<file path="src/rtl/cache_pkg.sv">
// Shared types and widths for the cache front-end: arbiter state encoding
// and the latched request payload.
package cache_pkg;
   localparam int unsigned ADDR_W   = 16;
   localparam int unsigned DATA_W   = 16;
   localparam int unsigned STREAK_W = 4;

   typedef enum logic [1:0] {
      IDLE   = 2'b00,
      BUSY_I = 2'b01,
      BUSY_D = 2'b10
   } arb_state_t;

   typedef struct packed {
      logic [ADDR_W-1:0] addr;
      logic [DATA_W-1:0] data;
      logic              read;
      logic              write;
   } req_t;
endpackage

</file>
<file path="src/rtl/sat_counter.sv">
// Up-counter that sticks at all-ones instead of wrapping.
module sat_counter #(
   parameter int unsigned W = 16
) (
   input  logic         clk,
   input  logic         rst_n,
   input  logic         inc,
   output logic [W-1:0] count
);
   always_ff @(posedge clk or negedge rst_n) begin
      if (!rst_n)
         count <= '0;
      else if (inc && (count != {W{1'b1}}))
         count <= count + W'(1);
   end
endmodule

</file>
<file path="src/rtl/cache_arbiter.sv">
// Shares one cache controller between the fetch port and the data port.
// Data is favoured, but a bounded grant streak keeps fetch from starving.
module cache_arbiter
   import cache_pkg::*;
#(
   parameter int unsigned MAX_D_STREAK = 3,
   parameter int unsigned CNT_W        = 16
) (
   input  logic              clk,
   input  logic              rst_n,
   input  logic [ADDR_W-1:0] i_addr,
   input  logic              i_read,
   output logic              i_done,
   output logic [DATA_W-1:0] i_data_out,
   output logic              i_cachehit,
   output logic              i_err,
   input  logic [ADDR_W-1:0] d_addr,
   input  logic [DATA_W-1:0] d_data_in,
   input  logic              d_read,
   input  logic              d_write,
   output logic              d_done,
   output logic [DATA_W-1:0] d_data_out,
   output logic              d_cachehit,
   output logic              d_err,
   output logic [ADDR_W-1:0] ctl_addr,
   output logic [DATA_W-1:0] ctl_data_in,
   output logic              ctl_read,
   output logic              ctl_write,
   input  logic [DATA_W-1:0] ctl_data_out,
   input  logic              ctl_done,
   input  logic              ctl_cachehit,
   input  logic              ctl_err,
   output logic [CNT_W-1:0]  cnt_i_acc,
   output logic [CNT_W-1:0]  cnt_i_hit,
   output logic [CNT_W-1:0]  cnt_d_acc,
   output logic [CNT_W-1:0]  cnt_d_hit
);
   arb_state_t          state, state_nx;
   req_t                req_q, req_nx;
   logic [STREAK_W-1:0] streak_q, streak_nx;

   logic d_bad, d_req, grant_d, grant_i;
   logic inc_i_acc, inc_i_hit, inc_d_acc, inc_d_hit;

   // State register, request latch and data streak
   always_ff @(posedge clk or negedge rst_n) begin
      if (!rst_n) begin
         state    <= IDLE;
         req_q    <= '0;
         streak_q <= '0;
      end else begin
         state    <= state_nx;
         req_q    <= req_nx;
         streak_q <= streak_nx;
      end
   end

   // Grant decision, controller drive and result routing
   always_comb begin
      state_nx    = state;
      req_nx      = req_q;
      streak_nx   = streak_q;
      d_bad       = 1'b0;
      d_req       = 1'b0;
      grant_d     = 1'b0;
      grant_i     = 1'b0;
      i_done      = 1'b0;
      i_data_out  = '0;
      i_cachehit  = 1'b0;
      i_err       = 1'b0;
      d_done      = 1'b0;
      d_data_out  = '0;
      d_cachehit  = 1'b0;
      d_err       = 1'b0;
      ctl_addr    = '0;
      ctl_data_in = '0;
      ctl_read    = 1'b0;
      ctl_write   = 1'b0;
      inc_i_acc   = 1'b0;
      inc_i_hit   = 1'b0;
      inc_d_acc   = 1'b0;
      inc_d_hit   = 1'b0;

      unique case (state)
         IDLE: begin
            // A simultaneous load+store is rejected at once; fetch is still eligible
            d_bad   = d_read & d_write;
            d_req   = (d_read | d_write) & ~d_bad;
            grant_d = d_req & (~i_read | (streak_q < STREAK_W'(MAX_D_STREAK)));
            grant_i = i_read & ~grant_d;
            if (d_bad) begin
               d_done = 1'b1;
               d_err  = 1'b1;
            end
            if (grant_d) begin
               req_nx.addr  = d_addr;
               req_nx.data  = d_data_in;
               req_nx.read  = d_read;
               req_nx.write = d_write;
               streak_nx    = i_read ? streak_q + STREAK_W'(1) : '0;
               state_nx     = BUSY_D;
            end else if (grant_i) begin
               req_nx.addr  = i_addr;
               req_nx.data  = '0;
               req_nx.read  = 1'b1;
               req_nx.write = 1'b0;
               streak_nx    = '0;
               state_nx     = BUSY_I;
            end
         end
         BUSY_I: begin
            ctl_addr    = req_q.addr;
            ctl_data_in = req_q.data;
            ctl_read    = req_q.read;
            ctl_write   = req_q.write;
            if (ctl_done) begin
               i_done     = 1'b1;
               i_data_out = ctl_data_out;
               i_cachehit = ctl_cachehit;
               i_err      = ctl_err;
               inc_i_acc  = 1'b1;
               inc_i_hit  = ctl_cachehit;
               state_nx   = IDLE;
            end
         end
         BUSY_D: begin
            ctl_addr    = req_q.addr;
            ctl_data_in = req_q.data;
            ctl_read    = req_q.read;
            ctl_write   = req_q.write;
            if (ctl_done) begin
               d_done     = 1'b1;
               d_data_out = ctl_data_out;
               d_cachehit = ctl_cachehit;
               d_err      = ctl_err;
               inc_d_acc  = 1'b1;
               inc_d_hit  = ctl_cachehit;
               state_nx   = IDLE;
            end
         end
         default: state_nx = IDLE;
      endcase
   end

   sat_counter #(.W(CNT_W)) u_cnt_i_acc (.clk(clk), .rst_n(rst_n), .inc(inc_i_acc), .count(cnt_i_acc));
   sat_counter #(.W(CNT_W)) u_cnt_i_hit (.clk(clk), .rst_n(rst_n), .inc(inc_i_hit), .count(cnt_i_hit));
   sat_counter #(.W(CNT_W)) u_cnt_d_acc (.clk(clk), .rst_n(rst_n), .inc(inc_d_acc), .count(cnt_d_acc));
   sat_counter #(.W(CNT_W)) u_cnt_d_hit (.clk(clk), .rst_n(rst_n), .inc(inc_d_hit), .count(cnt_d_hit));
endmodule

</file>
<file path="config.mk">
export PLATFORM = sky130hd
export DESIGN_NAME = cache_arbiter
export DESIGN_NICKNAME = d
export VERILOG_FILES = /design/src/rtl/cache_pkg.sv /design/src/rtl/sat_counter.sv /design/src/rtl/cache_arbiter.sv
export SDC_FILE = /design/constraint.sdc
export NUM_CORES = 1
export LEC_CHECK = 0
export BUFFER_PORTS_ARGS = -buffer_cell sky130_fd_sc_hd__buf_2
export CAP_MARGIN = 20
export CORE_MARGIN = 2
export CORE_UTILIZATION = 44
export DETAILED_ROUTE_END_ITERATION = 10
export GPL_TIMING_DRIVEN = 0
export PLACE_DENSITY = 0.76
export RECOVER_POWER = 100
export SLEW_MARGIN = 15
export SYNTH_ARGS = -nofsm -noshare
export SYNTH_HDL_FRONTEND = slang
export SYNTH_SLANG_ARGS = --single-unit
</file>
<file path="constraint.sdc">
create_clock -name clk -period 1.6 [get_ports clk]
set_input_delay 0.24 -clock clk [delete_from_list [all_inputs] [get_ports clk]]
set_output_delay 0.24 -clock clk [all_outputs]
set_load 0.01 [all_outputs]
</file>
; Yosys cells after proc, flatten, opt, wreduce, memory -nomap -nowiden
; Cells that the tools add are included.
; Widths: inputs -> output; s select.
[classes]
n_bitwise = 9
n_reduce_logical = 9
eq_ne = 8
addsub = 5
magnitude_cmp = 1
n_mux = 27
[op_table]
columns = op, count
row1 = $mux 16, 5
row2 = $mux 34, 2
row3 = $add 16x1->16 const B, 4
row4 = $ne 16x16->1 const B, 4
row5 = $mux 4, 3
row6 = $mux 1, 11
row7 = $mux 2, 3
row8 = $add 4x1->4 const B, 1
row9 = $and 1x1->1, 4
row10 = $logic_and 1x1->1, 4
row11 = $lt 4x2->1 const B, 1
row12 = $pmux 1 s2, 2
row13 = $pmux 2 s2, 1
row14 = $reduce_and 2->1, 2
row15 = $ne 3x3->1 const B, 1
row16 = $not 1->1, 3
row17 = $eq 2x1->1 const B, 1
row18 = $eq 2x2->1 const B, 1
row19 = $logic_not 2->1, 1
row20 = $ne 2x1->1 const B, 1
row21 = $or 1x1->1, 2
row22 = $reduce_bool 2->1, 1
row23 = $reduce_or 2->1, 1
[word_totals]
regBits = 104
output_inout_bits = 136
in_bits = 72
wordCells = 69

; Longest topological paths before layout
; Gate-level depths: netlist of the first run.
[logic_depth]
word_depth = 9
ltp_mapped = 9
mapped_depth_nobuf = 8

; By module
; A second synthesis of the first run with hierarchy kept.
[unflattened]
hier_cells = 570
hier_area_um2 = 5778.0
[modules_own_cells]
columns = mod, instances, seq_area_each_um2, area_per_inst_um2, cells_per_inst
row1 = sat_counter, 4, 400.4, 859.6, 72
row2 = cache_arbiter, 1, 1001.0, 2339.7, 282

; Worst setup path before layout of the first run
; OpenSTA, ideal clock, no wires.
[synth_path]
path_kind = register to register
start = reg u_cnt_d_acc.count[0]
end = reg u_cnt_d_acc.count[4]
synth_period_minus_slack_ns = 1.850
slack_ns = -0.250
stages_incl_launch_ff = 8
arrival_ns = 1.724
setup_ns = 0.126
cell_sequence = dfrtp_1 > ha_1 > nand2_1 > or3_1 > o21ba_1 > buf_6 > and4_4 > xor2_1
[synth_between]
elab_chain_len = 2
elab_cells_between_ends = 3
classes_between = add/sub: 1 / eq/ne: 1 / reduce/logical: 1
[synth_rtl]
columns = element, line
row1 = "start, declared", sat_counter.sv:8  ; output logic [W-1:0] count
row2 = "start signal, assigned", sat_counter.sv:14  ; count <= count + W'(1);
row3 = "parallel branches: the longest is 2 deep, another holds $add 16x1->16", --
; Parallel ways; which one is timed is not known.
; A chain may end at the register's enable or synchronous reset.

; Final worst setup path of the first run
[layout_path]
start = reg state[0]
end = reg u_cnt_d_hit.count[11]
[layout_between]
elab_chain_len = 3
[layout_rtl]
columns = element, line
row1 = "start, declared", cache_arbiter.sv:38  ; arb_state_t state, state_nx;
row2 = "start signal, assigned", cache_arbiter.sv:52  ; state <= state_nx;
row3 = $eq 2x2->1, cache_arbiter.sv:84  ; unique case (state)
row4 = $mux 1, cache_arbiter.sv:84
row5 = $logic_and 1x1->1, sat_counter.sv:13  ; else if (inc && (count != {W{1'b1}}))
row6 = "end signal, assigned", sat_counter.sv:14
row7 = "end, declared", sat_counter.sv:8
; No other way between the ends.

==> impl_results.html, run 1 <==
<table>
<tr><th>Metric</th><th>Value</th></tr>
<tr><th colspan="2">Run status</th></tr>
<tr><td>Status</td><td>complete, but fails checks</td></tr>
<tr><td>Violated checks</td><td>setup timing</td></tr>
<tr><th colspan="2">Pwr</th></tr>
<tr><td>Peak ir drop on the vdd network</td><td>~1.1 mV</td></tr>
<tr><td>Clk pwr share</td><td>between 20% and 30%</td></tr>
<tr><td>Internal power of the cells</td><td>7.48 mW</td></tr>
<tr><td>Leak pwr</td><td>approximately 4.1 nW</td></tr>
<tr><td>PD cells</td><td>between 1000 and 1500 nW/µm²</td></tr>
<tr><td>Net Sw Frac</td><td>35.2%</td></tr>
<tr><td>Post-layout power</td><td>between 10 and 15 mW</td></tr>
<tr><td>Sequential share of power</td><td>roughly 33%</td></tr>
<tr><td>Comb pwr share</td><td>between 40% and 50%</td></tr>
<tr><td>Power dissipated by switching net loads</td><td>4.06 mW</td></tr>
<tr><th colspan="2">Clock tree</th></tr>
<tr><td>Number of H-tree levels</td><td>3</td></tr>
<tr><td>Clock buffers created by TritonCTS</td><td>9</td></tr>
<tr><td>Clock latency on the worst-skew pair</td><td>around 0.34 ns</td></tr>
<tr><td>CTS Root Cell</td><td>sky130_fd_sc_hd__clkbuf_16</td></tr>
<tr><td>Clk slew on worst S/H paths</td><td>approximately 0.070 ns</td></tr>
<tr><td>Sinks on Clock Net</td><td>between 100 and 150</td></tr>
<tr><td>Clock tree from TritonCTS</td><td>done</td></tr>
<tr><td>Maximum clock insertion buffer count</td><td>2</td></tr>
<tr><th colspan="2">Worst setup path</th></tr>
<tr><td>Cell-by-cell trace of the critical path</td><td>inv_2, ha_4, and3_4, nand4_4, a311o_2, nor2_2, xor2_1</td></tr>
<tr><td>CP Data Arrival Time</td><td>around 2.1 ns</td></tr>
<tr><td>Required time of the critical path</td><td>1.86 ns</td></tr>
<tr><td>Critical Path Sink Type</td><td>flop</td></tr>
<tr><td>Setup CP Type</td><td>reg -&gt; reg</td></tr>
<tr><td>Register-to-register setup slack</td><td>-0.27 ns</td></tr>
<tr><td>Startpoint types</td><td>flop</td></tr>
<tr><td>Worst-path cell with the longest stage delay</td><td>sky130_fd_sc_hd__dfrtp_1</td></tr>
<tr><td>Stage delay of the slowest cell on the critical path</td><td>0.41 ns</td></tr>
<tr><td>Worst-path maximum fanout</td><td>6</td></tr>
<tr><th colspan="2">Global route</th></tr>
<tr><td>First-pass GRT wire length</td><td>about 24 mm</td></tr>
<tr><td>Largest net degree at the start of global routing</td><td>57</td></tr>
<tr><td>Final global-route overflow total</td><td>0</td></tr>
<tr><td>Initial antenna violation count</td><td>0</td></tr>
<tr><td>GRT Total Usage</td><td>23.1%</td></tr>
<tr><td>Via count of the first global-routing pass</td><td>around 4,900</td></tr>
<tr><th colspan="2">Detailed routing</th></tr>
<tr><td>Remaining antenna violation count after routing</td><td>0</td></tr>
<tr><td>Post-route DRC violation count</td><td>0</td></tr>
<tr><td>DRT Pass-1 Iters</td><td>4</td></tr>
<tr><td>Drt initial violations</td><td>roughly 230</td></tr>
<tr><td>Total Wirelength</td><td>approximately 15 mm</td></tr>
<tr><td>Routed via count</td><td>about 5,000</td></tr>
<tr><td>Routed wirelength normalized by instance count</td><td>16.1 µm</td></tr>
<tr><td>Vias per inst</td><td>approximately 5.3</td></tr>
<tr><th colspan="2">Finish</th></tr>
<tr><td>Net count, final</td><td>between 800 and 900</td></tr>
<tr><td>Signed area change from the synthesized netlist to the final layout</td><td>49.1%</td></tr>
<tr><td>Fraction of layout cells with a size suffix above 1</td><td>44.3%</td></tr>
<tr><td>Non-filler instance count after layout</td><td>952</td></tr>
<tr><td>Fill cell instance count of the final layout</td><td>between 900 and 1,000</td></tr>
<tr><td>Utilization after layout</td><td>between 60% and 70%</td></tr>
<tr><td>Footprint of the multi-input gates</td><td>roughly 3000 µm²</td></tr>
<tr><td>Cell area after layout</td><td>approximately 7900 µm²</td></tr>
<tr><td>Storage element area</td><td>roughly 2600 µm²</td></tr>
<tr><td>Antenna diode instance count</td><td>0</td></tr>
<tr><th colspan="2">Synth</th></tr>
<tr><td>Mapped Cells</td><td>around 530</td></tr>
<tr><td>Mean instance size in the synthesized netlist</td><td>9.94 µm²</td></tr>
<tr><td>EDFF count, synth</td><td>0</td></tr>
<tr><td>Library cell with the largest summed area after synthesis</td><td>sky130_fd_sc_hd__dfrtp_1</td></tr>
<tr><td>Unique masters post-synth</td><td>52</td></tr>
<tr><td>Dominant cells by area after synthesis</td><td>sky130_fd_sc_hd__dfrtp_1 49%, sky130_fd_sc_hd__nand2_1 5.8%, sky130_fd_sc_hd__xnor2_1 5.1%</td></tr>
<tr><td>Top-area cell type share of the netlist area</td><td>49.1%</td></tr>
<tr><td>Fraction of synthesis flops using an asynchronous set or reset pin</td><td>between 90% and 100%</td></tr>
<tr><td>Yosys reg bits</td><td>between 100 and 150</td></tr>
<tr><td>YS warnings</td><td>0</td></tr>
<tr><td>Most frequently used flop master after synthesis</td><td>sky130_fd_sc_hd__dfrtp_1</td></tr>
<tr><td>Sequential-to-total area share from yosys stat</td><td>49.1%</td></tr>
<tr><td>Area of the mapped netlist</td><td>between 5000 and 6000 µm²</td></tr>
<tr><td>Syn_nets</td><td>614</td></tr>
<tr><th colspan="2">Placed design</th></tr>
<tr><td>DP Area</td><td>about 6700 µm²</td></tr>
<tr><td>Port bufs</td><td>a little over 200</td></tr>
<tr><td>Sum of net half-perimeters after detailed placement</td><td>10.4 mm</td></tr>
<tr><td>Number of placed cells counting well taps</td><td>slightly below 900</td></tr>
<tr><td>Final weighted congestion in routability-driven placement</td><td>between 0.8 and 0.9</td></tr>
<tr><td>Post-Place Setup Slack</td><td>-0.365 ns</td></tr>
<tr><th colspan="2">Die</th></tr>
<tr><td>Die area</td><td>12,900 µm²</td></tr>
<tr><td>Width of the die</td><td>around 110 µm</td></tr>
<tr><td>Core Footprint</td><td>between 10,000 and 15,000 µm²</td></tr>
<tr><td>Number of ports placed on the die boundary</td><td>208</td></tr>
<tr><td>Initial core utilization</td><td>44.7%</td></tr>
<tr><td>Overall die height</td><td>114 µm</td></tr>
<tr><td>Number of core rows</td><td>40</td></tr>
<tr><th colspan="2">STA</th></tr>
<tr><td>Worst-case clock skew</td><td>between 0.009 and 0.01 ns</td></tr>
<tr><td>Worst slack on hold paths</td><td>~0.13 ns</td></tr>
<tr><td>Sum of negative setup slack</td><td>-19.91 ns</td></tr>
<tr><td>Hold Vio Cnt, Final</td><td>0</td></tr>
<tr><td>Final count of pins violating max slew</td><td>0</td></tr>
<tr><td>Final setup viols</td><td>around 140</td></tr>
<tr><td>Maximum frequency from static timing analysis</td><td>~0.54 GHz</td></tr>
<tr><td>Setup repair after global routing missed its margin</td><td>true</td></tr>
<tr><td>Period minus WS final</td><td>approximately 1.9 ns</td></tr>
<tr><td>Worst Tran Pin Value</td><td>approximately 0.70 ns</td></tr>
<tr><td>Tcrit/Tclk final</td><td>117%</td></tr>
<tr><td>Max-slew headroom at the worst pin</td><td>roughly 53%</td></tr>
<tr><td>Crit path setup slack, layout</td><td>-0.267 ns</td></tr>
<tr><th colspan="2">Flow run</th></tr>
<tr><td>MaxCap Viol Count</td><td>0</td></tr>
<tr><th colspan="2">Worst hold path</th></tr>
<tr><td>Min-delay worst type</td><td>in -&gt; reg</td></tr>
</table>
worst max-delay path, delay by kind of cell (launching register included):
kind,cells,cell delay (ns)
AND/OR/NAND/NOR,3,0.49
XOR/XNOR,1,0.15
flip-flops,1,0.41
AO/OA/AOI/OAI,1,0.41
adder cells (fa/ha/maj),1,0.20
buffers and inverters,1,0.11
synth_stat cells, types with 2 or more instances:
library cell / number
sky130_fd_sc_hd__dfrtp_1: 104
sky130_fd_sc_hd__nand2_1: 82
sky130_fd_sc_hd__and2_1: 38
sky130_fd_sc_hd__o21ai_0: 37
sky130_fd_sc_hd__and3_1: 32
sky130_fd_sc_hd__xnor2_1: 31
sky130_fd_sc_hd__nor2_1: 25
sky130_fd_sc_hd__nand3_1: 23
sky130_fd_sc_hd__xor2_1: 23
sky130_fd_sc_hd__nand4_1: 20
sky130_fd_sc_hd__mux2i_1: 16
sky130_fd_sc_hd__clkbuf_1: 15
sky130_fd_sc_hd__and3_2: 9
sky130_fd_sc_hd__ha_1: 9
sky130_fd_sc_hd__inv_1: 8
sky130_fd_sc_hd__nor3_1: 6
sky130_fd_sc_hd__a21oi_1: 5
sky130_fd_sc_hd__nor3_2: 4
sky130_fd_sc_hd__buf_2: 3
sky130_fd_sc_hd__mux2_2: 3
sky130_fd_sc_hd__nor2_2: 3
sky130_fd_sc_hd__nor4_1: 3
sky130_fd_sc_hd__a22o_1: 2
sky130_fd_sc_hd__and4_1: 2
sky130_fd_sc_hd__buf_6: 2
sky130_fd_sc_hd__nand4_4: 2
sequential cells by signal, indices dropped and copies added, names as in the netlist:
signal / count
req_q: 34
state: 2
streak_q: 4
u_cnt_d_acc.count: 16
u_cnt_d_hit.count: 16
u_cnt_i_acc.count: 16
u_cnt_i_hit.count: 16
power groups by stage:
stage | clock, mW | sequential (mW) | combinational, mW
final | 2.41 | 3.79 | 5.35
after CTS | 2.44 | 3.78 | 4.80
after detailed placement | 0 | 3.86 | 3.78
after floorplan | 0 | 3.82 | 2.25
after global placement | 0 | 3.81 | 3.67
after global routing | 2.56 | 3.87 | 5.83
routing by layer:
| metal | vias up | GRT usage [%] | share of wire, % |
|---|---|---|---|
| met5 | - | 0 | 0 |
| met4 | 0 | 6.59 | 1.5 |
| met3 | 22 | 4.84 | 6.7 |
| met2 | 199 | 40.6 | 51 |
| met1 | 2418 | 28.9 | 41 |
| li1 | 2364 | - | - |
placed cells by master, fill, tap and decap left out, types with 3 or more instances in the layout:
master	n
sky130_fd_sc_hd__xnor2_1	30
sky130_fd_sc_hd__o21ai_1	4
sky130_fd_sc_hd__and3_2	9
sky130_fd_sc_hd__nand2_2	4
sky130_fd_sc_hd__clkbuf_2	6
sky130_fd_sc_hd__ha_4	3
sky130_fd_sc_hd__mux2i_1	16
sky130_fd_sc_hd__dfrtp_1	99
sky130_fd_sc_hd__clkbuf_16	11
sky130_fd_sc_hd__buf_6	27
sky130_fd_sc_hd__clkbuf_1	39
sky130_fd_sc_hd__buf_2	155
sky130_fd_sc_hd__nand2_1	76
sky130_fd_sc_hd__inv_2	3
sky130_fd_sc_hd__o21ai_0	32
sky130_fd_sc_hd__a21oi_1	4
sky130_fd_sc_hd__nand3_2	6
sky130_fd_sc_hd__nor2_4	3
sky130_fd_sc_hd__and2_1	21
sky130_fd_sc_hd__dfrtp_2	5
sky130_fd_sc_hd__and3_1	31
sky130_fd_sc_hd__nor4_4	4
sky130_fd_sc_hd__nor2_2	8
sky130_fd_sc_hd__and2_4	16
sky130_fd_sc_hd__nor2_1	17
sky130_fd_sc_hd__nand4_1	20
sky130_fd_sc_hd__nor3_4	8
sky130_fd_sc_hd__xor2_1	23
sky130_fd_sc_hd__nand3_1	16
sky130_fd_sc_hd__buf_4	39
sky130_fd_sc_hd__mux2_4	3
sky130_fd_sc_hd__clkbuf_8	5
sky130_fd_sc_hd__buf_8	6
sky130_fd_sc_hd__inv_1	5
sky130_fd_sc_hd__ha_2	5
logic make-up after synthesis:
family	Yosys count	share of synthesized area (%)
adder cells (fa/ha/maj)	9	2.12
multiplexers	21	4.15
buffers and inverters	31	2.64
AND/OR/NAND/NOR	259	26.6
XOR/XNOR	54	8.92
flip-flops	104	49.1
AO/OA/AOI/OAI	55	6.49
cell type report:
cell class              instances  area share [%]
multi-input cells             398            37.7
flip-flops and latches        104            33.0
repair buffers                257            19.8
clock buffers                  13            3.29
plain buffers                  21            2.45
well taps                     147            2.33
clock inverters                 3           0.823
inverters                       9           0.522
timing repair:
action / in CTS / in global routing
endpoints found under the hold margin: 48 / 0
resized for setup: 87 / 68
endpoints found under the setup margin: 167 / 165
hold buffers: 1 / 0
cloned: 2 / 1
buffers inserted: 28 / 18
pin swaps: 29 / 28
path summary, 6_finish.rpt:
path	end	cells past startpoint	start
worst min register to register	req_q[24]	2	req_q[24]
worst max-delay path	u_cnt_d_hit.count[11]	7	state[0]
worst max register to register	u_cnt_d_hit.count[11]	7	state[0]
min in group asynchronous	u_cnt_i_hit.count[6]	2	rst_n
max in group asynchronous	req_q[30]	3	rst_n
worst min-delay path	req_q[13]	3	d_data_in[11]
(Power assumes the default switching activity.)
==> run 2: changes to the inputs <==
--- a/config.mk
+++ b/config.mk
@@ -9,8 +9,7 @@
 export CAP_MARGIN = 20
 export CORE_MARGIN = 2
-export CORE_UTILIZATION = 44
+export CORE_UTILIZATION = 33
 export DETAILED_ROUTE_END_ITERATION = 10
 export GPL_TIMING_DRIVEN = 0
-export PLACE_DENSITY = 0.76
 export RECOVER_POWER = 100
 export SLEW_MARGIN = 15
==> constraint.sdc (replaced) <==
create_clock -name clk -period 1.6 [get_ports clk]
set_input_delay 0.24 -clock clk [delete_from_list [all_inputs] [get_ports clk]]
set_output_delay 0.24 -clock clk [all_outputs]
set_load 0.02 [all_outputs]
==> impl_results.html, run 2 (synthesis gave the netlist of run 1 again) <==
<table>
<tr><th>Metric</th><th>Value</th></tr>
<tr><th colspan="2">Run status</th></tr>
<tr><td>Status</td><td>complete, but fails checks</td></tr>
<tr><td>Violated checks</td><td>setup timing</td></tr>
<tr><th colspan="2">Clock tree</th></tr>
<tr><td>Number of H-tree levels</td><td>3 (unchanged)</td></tr>
<tr><td>Clock tree from TritonCTS</td><td>done</td></tr>
<tr><td>Clock buffers created by TritonCTS</td><td>9 (unchanged)</td></tr>
<tr><td>Clk slew on worst S/H paths</td><td>0.07 ns (about the same)</td></tr>
<tr><td>CTS Root Cell</td><td>sky130_fd_sc_hd__clkbuf_16</td></tr>
<tr><td>Sinks on Clock Net</td><td>104 (unchanged)</td></tr>
<tr><td>Maximum clock insertion buffer count</td><td>2 (unchanged)</td></tr>
<tr><td>Clock latency on the worst-skew pair</td><td>0.34 ns (about the same)</td></tr>
<tr><th colspan="2">STA</th></tr>
<tr><td>Final count of pins violating max slew</td><td>0 (unchanged)</td></tr>
<tr><td>Tcrit/Tclk final</td><td>115% (-1.4 points)</td></tr>
<tr><td>Worst-case clock skew</td><td>0.00843 ns (-0.000884 ns)</td></tr>
<tr><td>Crit path setup slack, layout</td><td>-0.244 ns (+0.0227 ns)</td></tr>
<tr><td>Sum of negative setup slack</td><td>-21.32 ns (-1.42 ns)</td></tr>
<tr><td>Period minus WS final</td><td>1.84 ns (-0.0227 ns)</td></tr>
<tr><td>Worst slack on hold paths</td><td>0.127 ns (-0.00569 ns)</td></tr>
<tr><td>Max-slew headroom at the worst pin</td><td>46.9% (-6.5 points)</td></tr>
<tr><td>Hold Vio Cnt, Final</td><td>0 (unchanged)</td></tr>
<tr><td>Setup repair after global routing missed its margin</td><td>true</td></tr>
<tr><td>Worst Tran Pin Value</td><td>0.796 ns (+0.0972 ns)</td></tr>
<tr><td>Maximum frequency from static timing analysis</td><td>0.542 GHz (+1.2%)</td></tr>
<tr><td>Final setup viols</td><td>152 (+11%)</td></tr>
<tr><th colspan="2">Detailed routing</th></tr>
<tr><td>Remaining antenna violation count after routing</td><td>0 (unchanged)</td></tr>
<tr><td>Post-route DRC violation count</td><td>0 (unchanged)</td></tr>
<tr><td>Routed via count</td><td>4,970 (-0.66%)</td></tr>
<tr><td>Routed wirelength normalized by instance count</td><td>15.9 µm (-1.3%)</td></tr>
<tr><td>DRT Pass-1 Iters</td><td>4 (unchanged)</td></tr>
<tr><td>Total Wirelength</td><td>16.3 mm (+6.2%)</td></tr>
<tr><td>Vias per inst</td><td>4.85 (-7.6%)</td></tr>
<tr><td>Drt initial violations</td><td>155 (-31%)</td></tr>
<tr><th colspan="2">Worst hold path</th></tr>
<tr><td>Min-delay worst type</td><td>in -&gt; reg</td></tr>
<tr><th colspan="2">Worst setup path</th></tr>
<tr><td>Required time of the critical path</td><td>1.82 ns (-0.04 ns)</td></tr>
<tr><td>CP Data Arrival Time</td><td>2.06 ns (-0.07 ns)</td></tr>
<tr><td>RR Endpoint</td><td>u_cnt_i_hit.count[14]</td></tr>
<tr><td>Critical Path Sink Type</td><td>flop</td></tr>
<tr><td>Startpoint types</td><td>flop</td></tr>
<tr><td>Register-to-register setup slack</td><td>-0.24 ns (+0.02 ns)</td></tr>
<tr><td>Setup CP Type</td><td>reg -&gt; reg</td></tr>
<tr><td>Cell-by-cell trace of the critical path</td><td>inv_2, ha_2, buf_8, buf_4, nand4_1, buf_4, nor4_4, nand4_1, xnor2_1</td></tr>
<tr><td>Worst-case reg-to-reg path depth</td><td>9 (+2)</td></tr>
<tr><td>Stage delay of the slowest cell on the critical path</td><td>0.40 ns (about the same)</td></tr>
<tr><td>Worst-path cell with the longest stage delay</td><td>sky130_fd_sc_hd__dfrtp_1</td></tr>
<tr><td>Worst-path maximum fanout</td><td>5 (-1)</td></tr>
<tr><td>Source of the critical timing path</td><td>state[1]</td></tr>
<tr><td>Timing endpoint of the critical path</td><td>u_cnt_i_hit.count[14]</td></tr>
<tr><td>Reg-to-Reg Start</td><td>state[1]</td></tr>
<tr><th colspan="2">Finish</th></tr>
<tr><td>Cell area after layout</td><td>8410 µm² (+6.4%)</td></tr>
<tr><td>Utilization after layout</td><td>53.3% (-13 points)</td></tr>
<tr><td>Max reg flops</td><td>34 (unchanged)</td></tr>
<tr><td>Most frequent standard cell in the layout excluding fill and tap cells</td><td>sky130_fd_sc_hd__dfrtp_1</td></tr>
<tr><td>Net count, final</td><td>884 (+0.34%)</td></tr>
<tr><td>Largest register by flop count</td><td>req_q</td></tr>
<tr><td>Antenna diode instance count</td><td>0 (unchanged)</td></tr>
<tr><td>Fraction of layout cells with a size suffix above 1</td><td>46.5% (+2.2 points)</td></tr>
<tr><td>Signed area change from the synthesized netlist to the final layout</td><td>58.7%</td></tr>
<tr><td>Leading cell types in the layout, fill and taps excluded</td><td>95 x sky130_fd_sc_hd__dfrtp_1, 87 x sky130_fd_sc_hd__buf_2, 77 x sky130_fd_sc_hd__buf_6, 74 x sky130_fd_sc_hd__nand2_1, 62 x sky130_fd_sc_hd__clkbuf_1</td></tr>
<tr><th colspan="2">Die</th></tr>
<tr><td>Number of ports placed on the die boundary</td><td>208 (unchanged)</td></tr>
<tr><td>Number of core rows</td><td>46 (+15%)</td></tr>
<tr><td>Die area</td><td>17,100 µm² (+32%)</td></tr>
<tr><td>Initial core utilization</td><td>33.6% (-11 points)</td></tr>
<tr><td>Overall die height</td><td>131 µm (+15%)</td></tr>
<tr><td>Core Footprint</td><td>15,800 µm² (+33%)</td></tr>
<tr><td>Width of the die</td><td>131 µm (+15%)</td></tr>
<tr><th colspan="2">Global route</th></tr>
<tr><td>Via count of the first global-routing pass</td><td>4,895 (-1.0%)</td></tr>
<tr><td>Final global-route overflow total</td><td>0 (unchanged)</td></tr>
<tr><td>Initial antenna violation count</td><td>0 (unchanged)</td></tr>
<tr><td>First-pass GRT wire length</td><td>25.0 mm (+3.5%)</td></tr>
<tr><td>GRT Total Usage</td><td>18.8% (-4.3 points)</td></tr>
<tr><td>Largest net degree at the start of global routing</td><td>57 (unchanged)</td></tr>
<tr><th colspan="2">Placed design</th></tr>
<tr><td>DP Area</td><td>6790 µm² (+2.0%)</td></tr>
<tr><td>Sum of net half-perimeters after detailed placement</td><td>11.5 mm (+11%)</td></tr>
<tr><td>Port bufs</td><td>207 (unchanged)</td></tr>
<tr><td>Final weighted congestion in routability-driven placement</td><td>0.857 (+3.8%)</td></tr>
<tr><th colspan="2">Pwr</th></tr>
<tr><td>PD cells</td><td>1540 nW/µm² (+5.3%)</td></tr>
<tr><td>Post-layout power</td><td>12.9 mW (+12%)</td></tr>
<tr><td>Peak ir drop on the vdd network</td><td>1.13 mV (+3.5%)</td></tr>
<tr><td>Leak pwr</td><td>4.03 nW (-1.1%)</td></tr>
<tr><th colspan="2">Flow run</th></tr>
<tr><td>MaxCap Viol Count</td><td>0 (unchanged)</td></tr>
</table>
==> run 2: stage by stage <==
stage               setup WS, ns  instances
detailed placement        -0.435        957
global placement           -1.08        956
finish                    -0.244       1024
global route              -0.329       1024
CTS                       -0.265       1010
floorplan                 -0.165        533
==> run 2: metal layers <==
metal / global-route usage (%) / part of all wire (%)
met1: 23.1 / 41
met2: 32.4 / 51
met3: 4.72 / 6.8
met4: 6.26 / 1.6
met5: 0 / 0
==> run 2: worst min path at each step <==
stage	startpoint	endpoint	slack, ns	depth (start not counted)
detailed placement	rst_n	req_q[23]	0.24	1
global placement	req_q[4]	req_q[4]	0.46	2
floorplan	rst_n	req_q[0]	-0.06	0
CTS	d_data_in[9]	req_q[11]	0.12	3
global route	d_data_in[8]	req_q[10]	0.12	3
finish	d_data_in[8]	req_q[10]	0.13	3
==> run 2: repair_timing <==
action	4_1_cts	5_1_grt
endpoints found under the hold margin	55	0
pin swaps	31	33
setup endpoints to repair	164	168
cloned	3	0
setup buffers	35	16
gates resized for setup	222	92
hold buffers	1	0
==> run 2: final cells by class <==
| class | instances | area [µm²] |
|---|---|---|
| Fill cell | 1480 | 7360 |
| Multi-Input combinational cell | 398 | 3120 |
| Buffer | 20 | 188 |
| Inverter | 9 | 41.3 |
| Tap cell | 216 | 270 |
| Sequential cell | 104 | 2610 |
| Timing Repair Buffer | 261 | 1890 |
| Clock inverter | 1 | 30.0 |
| Clock buffer | 15 | 258 |
==> run 2: critical path, delay by kind of cell (launching register included) <==
family,cells,cell delay [ns]
xor gates and xnor gates,1,0.15
buffers and inverters,4,0.50
adders and majority gates,1,0.18
DFF,1,0.40
and+or+nand+nor,3,0.49
==> run 2: report_power, final <==
group | leakage, nW | switching [mW] | internal, mW | total [mW]
combinational | 2.54 | 3.42 | 3.46 | 6.88
clock | 0.138 | 0.949 | 1.26 | 2.21
sequential | 1.35 | 0.546 | 3.29 | 3.84
total | 4.03 | 4.92 | 8.01 | 12.9
